$ cat src/rtl/snake_pos_decoder.sv
`default_nettype none
// ============================================================================
// Module      : snake_pos_decoder
// Description : Recovers the 20-step snake position from two 4-digit 7-segment
//               banks, tracks direction and laps, and flags illegal patterns.
// Revision    : 1.0 - initial release
// ============================================================================
module snake_pos_decoder #(
    parameter int LAP_W = 8,
    parameter int ERR_W = 8
) (
    input  logic             clk_trl,
    input  logic             rst,
    input  logic             sample_en,
    input  logic [7:0]       a_to_g_left,
    input  logic [7:0]       a_to_g_right,
    input  logic [3:0]       leftseg,
    input  logic [3:0]       rightseg,
    output logic [4:0]       pos,
    output logic             pos_valid,
    output logic             dir,
    output logic             locked,
    output logic [LAP_W-1:0] lap_cnt,
    output logic             err_invalid,
    output logic             err_jump,
    output logic [ERR_W-1:0] err_cnt
);

    localparam logic [1:0] ST_HUNT    = 2'd0;
    localparam logic [1:0] ST_ACQUIRE = 2'd1;
    localparam logic [1:0] ST_LOCKED  = 2'd2;

    localparam logic [4:0] c_POS_LAST = 5'd19;

    logic [1:0]       r_state;
    logic [4:0]       r_pos;
    logic             r_pos_valid;
    logic             r_dir;
    logic [LAP_W-1:0] r_lap_cnt;
    logic             r_err_invalid;
    logic             r_err_jump;
    logic [ERR_W-1:0] r_err_cnt;

    logic             w_left_hit;
    logic [4:0]       w_left_pos;
    logic             w_right_hit;
    logic [4:0]       w_right_pos;
    logic             w_left_zero;
    logic             w_right_zero;
    logic             w_blank;
    logic             w_valid;
    logic             w_invalid;
    logic [4:0]       w_dec_pos;
    logic [4:0]       w_pos_next;
    logic [4:0]       w_pos_prev;
    logic             w_is_same;
    logic             w_is_next;
    logic             w_is_prev;
    logic             w_jump;
    logic             w_lap_step;
    logic             w_err_event;
    logic             w_err_sat;

    // Left-bank rows of the snake path
    always_comb begin
        w_left_hit = 1'b1;
        w_left_pos = 5'd0;
        case ({a_to_g_left, leftseg})
            {8'h80, 4'b1000}: w_left_pos = 5'd0;
            {8'h80, 4'b0100}: w_left_pos = 5'd1;
            {8'h80, 4'b0010}: w_left_pos = 5'd2;
            {8'h80, 4'b0001}: w_left_pos = 5'd3;
            {8'h10, 4'b0001}: w_left_pos = 5'd14;
            {8'h10, 4'b0010}: w_left_pos = 5'd15;
            {8'h10, 4'b0100}: w_left_pos = 5'd16;
            {8'h10, 4'b1000}: w_left_pos = 5'd17;
            {8'h08, 4'b1000}: w_left_pos = 5'd18;
            {8'h04, 4'b1000}: w_left_pos = 5'd19;
            default:          w_left_hit = 1'b0;
        endcase
    end

    // Right-bank rows of the snake path
    always_comb begin
        w_right_hit = 1'b1;
        w_right_pos = 5'd0;
        case ({a_to_g_right, rightseg})
            {8'h80, 4'b1000}: w_right_pos = 5'd4;
            {8'h80, 4'b0100}: w_right_pos = 5'd5;
            {8'h80, 4'b0010}: w_right_pos = 5'd6;
            {8'h80, 4'b0001}: w_right_pos = 5'd7;
            {8'h40, 4'b0001}: w_right_pos = 5'd8;
            {8'h20, 4'b0001}: w_right_pos = 5'd9;
            {8'h10, 4'b0001}: w_right_pos = 5'd10;
            {8'h10, 4'b0010}: w_right_pos = 5'd11;
            {8'h10, 4'b0100}: w_right_pos = 5'd12;
            {8'h10, 4'b1000}: w_right_pos = 5'd13;
            default:          w_right_hit = 1'b0;
        endcase
    end

    // A row only counts when the opposite bank is completely dark
    assign w_left_zero  = (a_to_g_left == 8'h00) && (leftseg == 4'b0000);
    assign w_right_zero = (a_to_g_right == 8'h00) && (rightseg == 4'b0000);
    assign w_blank      = w_left_zero && w_right_zero;
    assign w_valid      = (w_left_hit && w_right_zero) || (w_right_hit && w_left_zero);
    assign w_invalid    = !w_blank && !w_valid;
    assign w_dec_pos    = w_left_hit ? w_left_pos : w_right_pos;

    assign w_pos_next = (r_pos == c_POS_LAST) ? 5'd0 : r_pos + 5'd1;
    assign w_pos_prev = (r_pos == 5'd0) ? c_POS_LAST : r_pos - 5'd1;

    assign w_is_same = (w_dec_pos == r_pos);
    assign w_is_next = (w_dec_pos == w_pos_next);
    assign w_is_prev = (w_dec_pos == w_pos_prev);

    assign w_jump = sample_en && w_valid && (r_state != ST_HUNT)
                    && !w_is_same && !w_is_next && !w_is_prev;

    // A reversing move never counts, so the current dir must agree with the move
    assign w_lap_step = sample_en && w_valid && (r_state == ST_LOCKED)
                        && ((w_is_next && !r_dir && (r_pos == c_POS_LAST))
                         || (w_is_prev &&  r_dir && (r_pos == 5'd0)));

    assign w_err_event = (sample_en && w_invalid) || w_jump;
    assign w_err_sat   = &r_err_cnt;

    always_ff @(posedge clk_trl or posedge rst) begin
        if (rst) begin
            r_state       <= ST_HUNT;
            r_pos         <= 5'd0;
            r_pos_valid   <= 1'b0;
            r_dir         <= 1'b0;
            r_err_invalid <= 1'b0;
            r_err_jump    <= 1'b0;
        end else begin
            r_err_invalid <= 1'b0;
            r_err_jump    <= 1'b0;
            if (sample_en) begin
                if (w_invalid) begin
                    r_err_invalid <= 1'b1;
                    r_pos_valid   <= 1'b0;
                    r_state       <= ST_HUNT;
                end else if (w_valid) begin
                    case (r_state)
                        ST_HUNT: begin
                            r_pos       <= w_dec_pos;
                            r_pos_valid <= 1'b1;
                            r_state     <= ST_ACQUIRE;
                        end
                        ST_ACQUIRE: begin
                            if (w_is_next) begin
                                r_dir   <= 1'b0;
                                r_pos   <= w_dec_pos;
                                r_state <= ST_LOCKED;
                            end else if (w_is_prev) begin
                                r_dir   <= 1'b1;
                                r_pos   <= w_dec_pos;
                                r_state <= ST_LOCKED;
                            end else if (!w_is_same) begin
                                r_err_jump <= 1'b1;
                                r_pos      <= w_dec_pos;
                            end
                        end
                        ST_LOCKED: begin
                            if (w_is_next) begin
                                r_dir <= 1'b0;
                                r_pos <= w_dec_pos;
                            end else if (w_is_prev) begin
                                r_dir <= 1'b1;
                                r_pos <= w_dec_pos;
                            end else if (!w_is_same) begin
                                r_err_jump <= 1'b1;
                                r_pos      <= w_dec_pos;
                                r_state    <= ST_ACQUIRE;
                            end
                        end
                        default: begin
                            r_pos_valid <= 1'b0;
                            r_state     <= ST_HUNT;
                        end
                    endcase
                end
            end
        end
    end

    always_ff @(posedge clk_trl or posedge rst) begin
        if (rst) begin
            r_lap_cnt <= '0;
        end else if (w_lap_step) begin
            r_lap_cnt <= r_lap_cnt + LAP_W'(1);
        end
    end

    always_ff @(posedge clk_trl or posedge rst) begin
        if (rst) begin
            r_err_cnt <= '0;
        end else if (w_err_event && !w_err_sat) begin
            r_err_cnt <= r_err_cnt + ERR_W'(1);
        end
    end

    assign pos         = r_pos;
    assign pos_valid   = r_pos_valid;
    assign dir         = r_dir;
    assign locked      = (r_state == ST_LOCKED);
    assign lap_cnt     = r_lap_cnt;
    assign err_invalid = r_err_invalid;
    assign err_jump    = r_err_jump;
    assign err_cnt     = r_err_cnt;

endmodule
`default_nettype wire

$ cat config.mk
export PLATFORM = sky130hd
export DESIGN_NAME = snake_pos_decoder
export DESIGN_NICKNAME = d
export VERILOG_FILES = /design/src/rtl/snake_pos_decoder.sv
export SDC_FILE = /design/constraint.sdc
export NUM_CORES = 1
export LEC_CHECK = 0
export ABC_AREA = 1
export CORE_UTILIZATION = 40
export DETAILED_ROUTE_END_ITERATION = 8
export PLACE_DENSITY_LB_ADDON = 0.05
export SLEW_MARGIN = 30
export SYNTH_ARGS = -nofsm -noshare
export SYNTH_HDL_FRONTEND = slang
export SYNTH_SLANG_ARGS = --single-unit
$ cat constraint.sdc
create_clock -name clk_trl -period 3.5 [get_ports clk_trl]
set_clock_uncertainty 0.15 [all_clocks]
set_input_delay 0.7 -clock clk_trl [delete_from_list [all_inputs] [get_ports clk_trl]]
set_output_delay 0.7 -clock clk_trl [all_outputs]
set_load 0.1 [all_outputs]
Yosys cells after proc, flatten, opt, wreduce, memory -nomap -nowiden --
Index checks and enable logic that the tools add are counted.
Word-level totals: bits in registers 27, input port bits 27, logic and storage cells 125
Cells by class: equal/unequal tests 32, multiplexer cells 33, reductions and logical operators 47, bitwise gates (word level) 1, $add $sub $neg 4
Operator list (count):
- == test 12 bit (second input constant) | 8
- == test 12 x 9 -> 1 bit (second input constant) | 8
- one-hot mux 5 bit (9 select lines) | 1
- one-hot mux 4 bit (10 select lines) | 1
- 2-to-1 mux 5 bit | 6
- OR reduction 10 bit | 2
- logical AND 1 bit | 19
- adder 8 x 1 -> 8 bit (second input constant) | 2
- zero test 8 bit | 2
- == test 5 bit | 3
- 2-to-1 mux 1 bit | 15
- 2-to-1 mux 2 bit | 7
- == test 12 x 10 -> 1 bit (second input constant) | 1
- == test 12 x 11 -> 1 bit (second input constant) | 1
- == test 12 x 7 -> 1 bit (second input constant) | 1
- == test 12 x 8 -> 1 bit (second input constant) | 1
- one-hot mux 5 bit (2 select lines) | 1
- AND reduction 5 bit | 2
- inequality test 3 bit (second input constant) | 3
- zero test 4 bit | 2
- AND reduction 8 bit | 1
- nonzero test 2 bit | 4
- zero test 1 bit | 7
- one-hot mux 2 bit (3 select lines) | 1
- 16 further kinds | 18

Logic depth before layout (Yosys ltp) --
depth in word-level cells 12, gate-level depth with buffers 21

Worst setup path after synthesis --
OpenSTA, ideal clock, no wires.
kind reg2reg, from reg r_pos[0] (netlist: pos[0]), to reg r_lap_cnt[4] (netlist: lap_cnt[4]), stages on the path, launching flop included 16, path slack 0.484 ns, arrival 2.744 ns, path buffers 0, data required time 3.227 ns, cells stage by stage dfrtp_1 -> inv_1 -> ha_1 -> nand2_1 -> nor2_2 -> inv_1 -> nand2_1 -> xor2_1 -> nand2_1 -> nor2_2 -> nand3_2 -> nand3b_4 -> nand2_4 -> nand2_4 -> nand2_1 -> nand2_1
Between the ends: word-level cells in the longest chain between the ends 7, elaborated cells between the ends (all ways) 14, classes of those cells 2 x add/sub; 3 x eq/ne; 2 x mux; 7 x reduce/logical
Ends and longest elaborated chain:
- start: declaration | line 36 | logic [4:0] r_pos;
- start signal: assignment | line 147 | r_pos <= w_dec_pos;
- start signal: assignment | line 154 | r_pos <= w_dec_pos;
- start signal: assignment | line 158 | r_pos <= w_dec_pos;
- adder 5 x 1 -> 5 bit (tied with other cells) | line 110 | assign w_pos_next = (r_pos == c_POS_LAST) ? 5'd0 : r_pos + 5'd1;
- 2-to-1 mux 5 bit (on tied branches) | line 110, 111
- == test 5 bit (on tied branches) | line 114, 115
- logical AND 1 bit (on tied branches) (2 in a row) | line 122, 123
- logical OR 1 bit * | line 123 | || (w_is_prev && r_dir && (r_pos == 5'd0)));
- logical AND 1 bit * | line 122 | && ((w_is_next && !r_dir && (r_pos == c_POS_LAST))
- end signal: assignment | line 192 | r_lap_cnt <= r_lap_cnt + LAP_W'(1);
- end: declaration | line 39 | logic [LAP_W-1:0] r_lap_cnt;
Every way passes the cells marked *; elsewhere a longest branch is shown, timed or not. A chain may end at the register's enable or synchronous reset.

Worst setup path after layout --
from in a_to_g_left[2], to reg r_lap_cnt[7] (netlist: lap_cnt[7])
Between the ends: word-level cells in the longest chain between the ends 9, elaborated cells between the ends (all ways) 29, classes of those cells 12 x eq/ne; 3 x mux; 14 x reduce/logical
Ends and longest elaborated chain:
- start: declaration | line 15 | input logic [7:0] a_to_g_left,
- == test 12 x 7 -> 1 bit (tied with other cells) | line 68 | case ({a_to_g_left, leftseg})
- OR reduction 10 bit (no line)
- 2-to-1 mux 1 bit | line 68
- 2-to-1 mux 5 bit | line 108 | assign w_dec_pos = w_left_hit ? w_left_pos : w_right_pos;
- == test 5 bit (on tied branches) | line 114, 115
- logical AND 1 bit (on tied branches) (2 in a row) | line 122, 123
- logical OR 1 bit | line 123
- logical AND 1 bit * | line 122
Marked as above.

==> qor.yml <==
outcome:
  status: "completed"
placement:
  dpl_cell_area_um2: 3430
  port_buffers: 52
  place_inst: 597
  gp_congestion: 0.875
  hpwlAfterDp_um: 5410
power_and_ir_drop:
  switching_share: 0.450
  peakVddDrop_mv: 0.462
  pwr-share-clk: 0.189
  power.density_nw_per_um2: 272
  pwr-share-seq: 0.399
  power.leakage_nw: 1.90
  p_sw_uw: 427
  p_int_uw: 522
  combPwrFrac: 0.412
  totalPowerFinal_uw: 948
setup_path:
  cpPeakStageDelay_ns: 0.47
  cp_cell_sequence: "clkdlybuf4s50_1 -> inv_2 -> nand2_4 -> nor2_4 -> nand2_1 -> nand2_2 -> nand2_2 -> nand2_4 -> nor2_8 -> nand2_4 -> nand2_2 -> nand2_1 -> nand2_1 -> nor2_2 -> nand3_2 -> nand3b_4 -> nand2_4 -> nand2_4 -> nand2_1 -> nand2_1"
  arrival_ns: 3.15
  cp_data_required_time_ns: 3.53
  reg2reg_slack_ns: 0.84
  cp-endpoint: "lap_cnt[7]$_DFFE_PP0P_"
  worst_r2r_endpoint: "lap_cnt[7]$_DFFE_PP0P_"
  path_class: "in2reg"
  critPathSlowestCell: "clkdlybuf4s50_1"
  critPathLaunchType: "input pin"
  crit-reg2reg-launch: "pos[0]$_DFFE_PP0P_"
  cp-end-kind: "register"
  r2r_cells: 15
  worstSetupStartpoint: "a_to_g_left[2]"
  cp_max_fo: 13
yosys:
  synth-warning-count: 0
  synth_seq_cells: 27
  avgSynthCellArea_um2: 6.37
  synth_edf_count: 0
  syn_area_um2: 2870
  synth_common_cells: "nand2_1, nand3_1, nor2_1, inv_1, dfrtp_1"
  synth_top_area_cell: "dfrtp_1"
  synth_top_area_frac: 0.236
  ys_seq_area_frac: 0.236
  async_flop_share: 1.00
  synthCells: 450
  syn-num-nets: 486
  synthFlopType: "dfrtp_1"
  ys_types: 36
  synth_most_common_cell: "nand2_1"
  synthTopCellsByArea: "dfrtp_1, nand2_1, nand3_1"
sta:
  final-hold-violation-count: 0
  slew_violations: 0
  period_needed_ns: 3.12
  finalCritPeriodShare: 0.893
  fin_tns_setup_ns: 0
  rsz0062_at_grt: "no"
  tightest_slew_ns: 0.450
  setup_viol: 0
  fmax_mhz: 320
  slew_headroom: 0.699
global_routing:
  grt_max_degree: 28
  grt_first_pass_wirelength_um: 11300
  antenna_found_initial: 0
  grt_overflow_total: 0
  track_usage: 0.185
  grt_pass1_vias: 2557
clocking:
  post_cts_resized: 0
  clk_pin_slew_ns: 0.10
  cts_max_level: 1
  ctsLongestPathBuffers: 2
  postCtsHoldBufs: 0
  cts_num_sinks: 27
  cts_root_buf: "clkbuf_8"
  cts_inserted_buffers: 3
  postCtsSetupBuffers: 0
  cts_tree: "done"
  insertion_delay_ns: 0.28
finish:
  stdcell_count: 601
  finalInstanceArea_um2: 3480
  areaGrowthSynthToFinish_pct: 21.5
  drive_gt1_frac: 0.204
  nets: 542
  antennaDiodeCount: 0
floorplan:
  die_height_um: 86.7
  core_um2: 6870
  initial_core_util: 0.417
  ios: 53
  rows: 30
  dieArea_um2: 7510
  die_x_um: 86.7
detailed_routing:
  routed_via_density: 4.65
  detail_route.wirelength_um: 6530
  antenna_left: 0
  drcViolationCount: 0
  num_vias: 2794
  drt_iter0_markers: 104
  dr.pass1.iters: 4
  wire_per_inst_um: 10.9
run:
  max-cap-violations: 0
hold_path:
  hold_path.class: "reg2reg"
placed cells by master (no fill, tap or decap), drive strengths merged:
cell           Yosys  final
clkdlybuf4s50      0     26
xnor2              4      4
nand4              4      4
a21oi             11     11
o22a               1      1
nor2              66     66
clkinv             2      2
dfrtp             27     27
o31ai              1      1
nand3             62     62
and3               1      1
a31oi              2      2
xor2              13     13
nor4               2      2
nand2            161    161
inv               62     62
buf                2     27
nor3               6      6
nand3b             4      4
clkbuf             0      3
ha                 9      9
a211oi             1      1
o21ai              9      9
clkinvlp           0      1
how the worst min path moves through the flow:
stage	start	endpoint	slack, ns	cells past startpoint
after floorplan	r_state[1]$_DFFE_PP0P_	r_state[1]$_DFFE_PP0P_	0.36	2
after global placement	lap_cnt[7]$_DFFE_PP0P_	lap_cnt[7]$_DFFE_PP0P_	0.35	2
after detailed placement	err_cnt[6]$_DFFE_PP0P_	err_cnt[6]$_DFFE_PP0P_	0.38	2
after CTS	err_cnt[6]$_DFFE_PP0P_	err_cnt[6]$_DFFE_PP0P_	0.40	2
after global routing	lap_cnt[6]$_DFFE_PP0P_	lap_cnt[6]$_DFFE_PP0P_	0.42	2
final	err_cnt[6]$_DFFE_PP0P_	err_cnt[6]$_DFFE_PP0P_	0.38	2
layout make-up:
class / count / area (µm²)
multi-input combinational: 357 / 1930
sequential: 27 / 676
inverter: 64 / 243
clock inverter: 1 / 7.51
tap: 96 / 120
fill: 719 / 3390
timing repair buffer: 53 / 463
clock buffer: 3 / 41.3
layer usage:
| metal | global-route usage | part of all wire |
|---|---|---|
| met1 | 0.250 | 0.50 |
| met2 | 0.320 | 0.46 |
| met3 | 0.0248 | 0.036 |
| met4 | 0.0273 | 0.0055 |
| met5 | 0 | 0 |
critical path: cells and delay by family:
family	cells	cell delay (ns)
buffers and inverters	2	0.56
and+or+nand+nor	18	1.88
state kept, by name, indices dropped and copies added (netlist names):
signal / count
err_invalid: 1
pos: 5
lap_cnt: 8
err_cnt: 8
err_jump: 1
pos_valid: 1
dir: 1
r_state: 2
power by group through the flow:
stage | Clock [mW] | Combinational, mW | Sequential, mW
floorplan | 0 | 0.103 | 0.568
global placement | 0 | 0.391 | 0.384
detailed placement | 0 | 0.393 | 0.384
CTS | 0.189 | 0.393 | 0.378
global route | 0.201 | 0.416 | 0.384
finish | 0.179 | 0.391 | 0.378
stage by stage:
step / setup slack, ns / utilization / hold WS [ns]
detailed placement: 0.0818 / 0.500 / 0.376
finish: 0.376 / 0.507 / 0.384
floorplan: 0.484 / - / 0.359
global placement: 0.140 / 0.500 / 0.351
CTS: 0.378 / 0.507 / 0.399
global route: 0.171 / 0.507 / 0.424
kinds of logic (layout without fill, tap and decap cells):
group,count (synthesis),count (layout),synth area share
AND/OR/NAND/NOR,306,306,0.529
flip-flops,27,27,0.236
AO/OA/AOI/OAI,25,25,0.0533
XOR/XNOR,17,17,0.0519
adder cells (fa/ha/maj),9,9,0.0393
buffers and inverters,66,121,0.0904
Note: power is estimated with default switching activity, not from simulation.
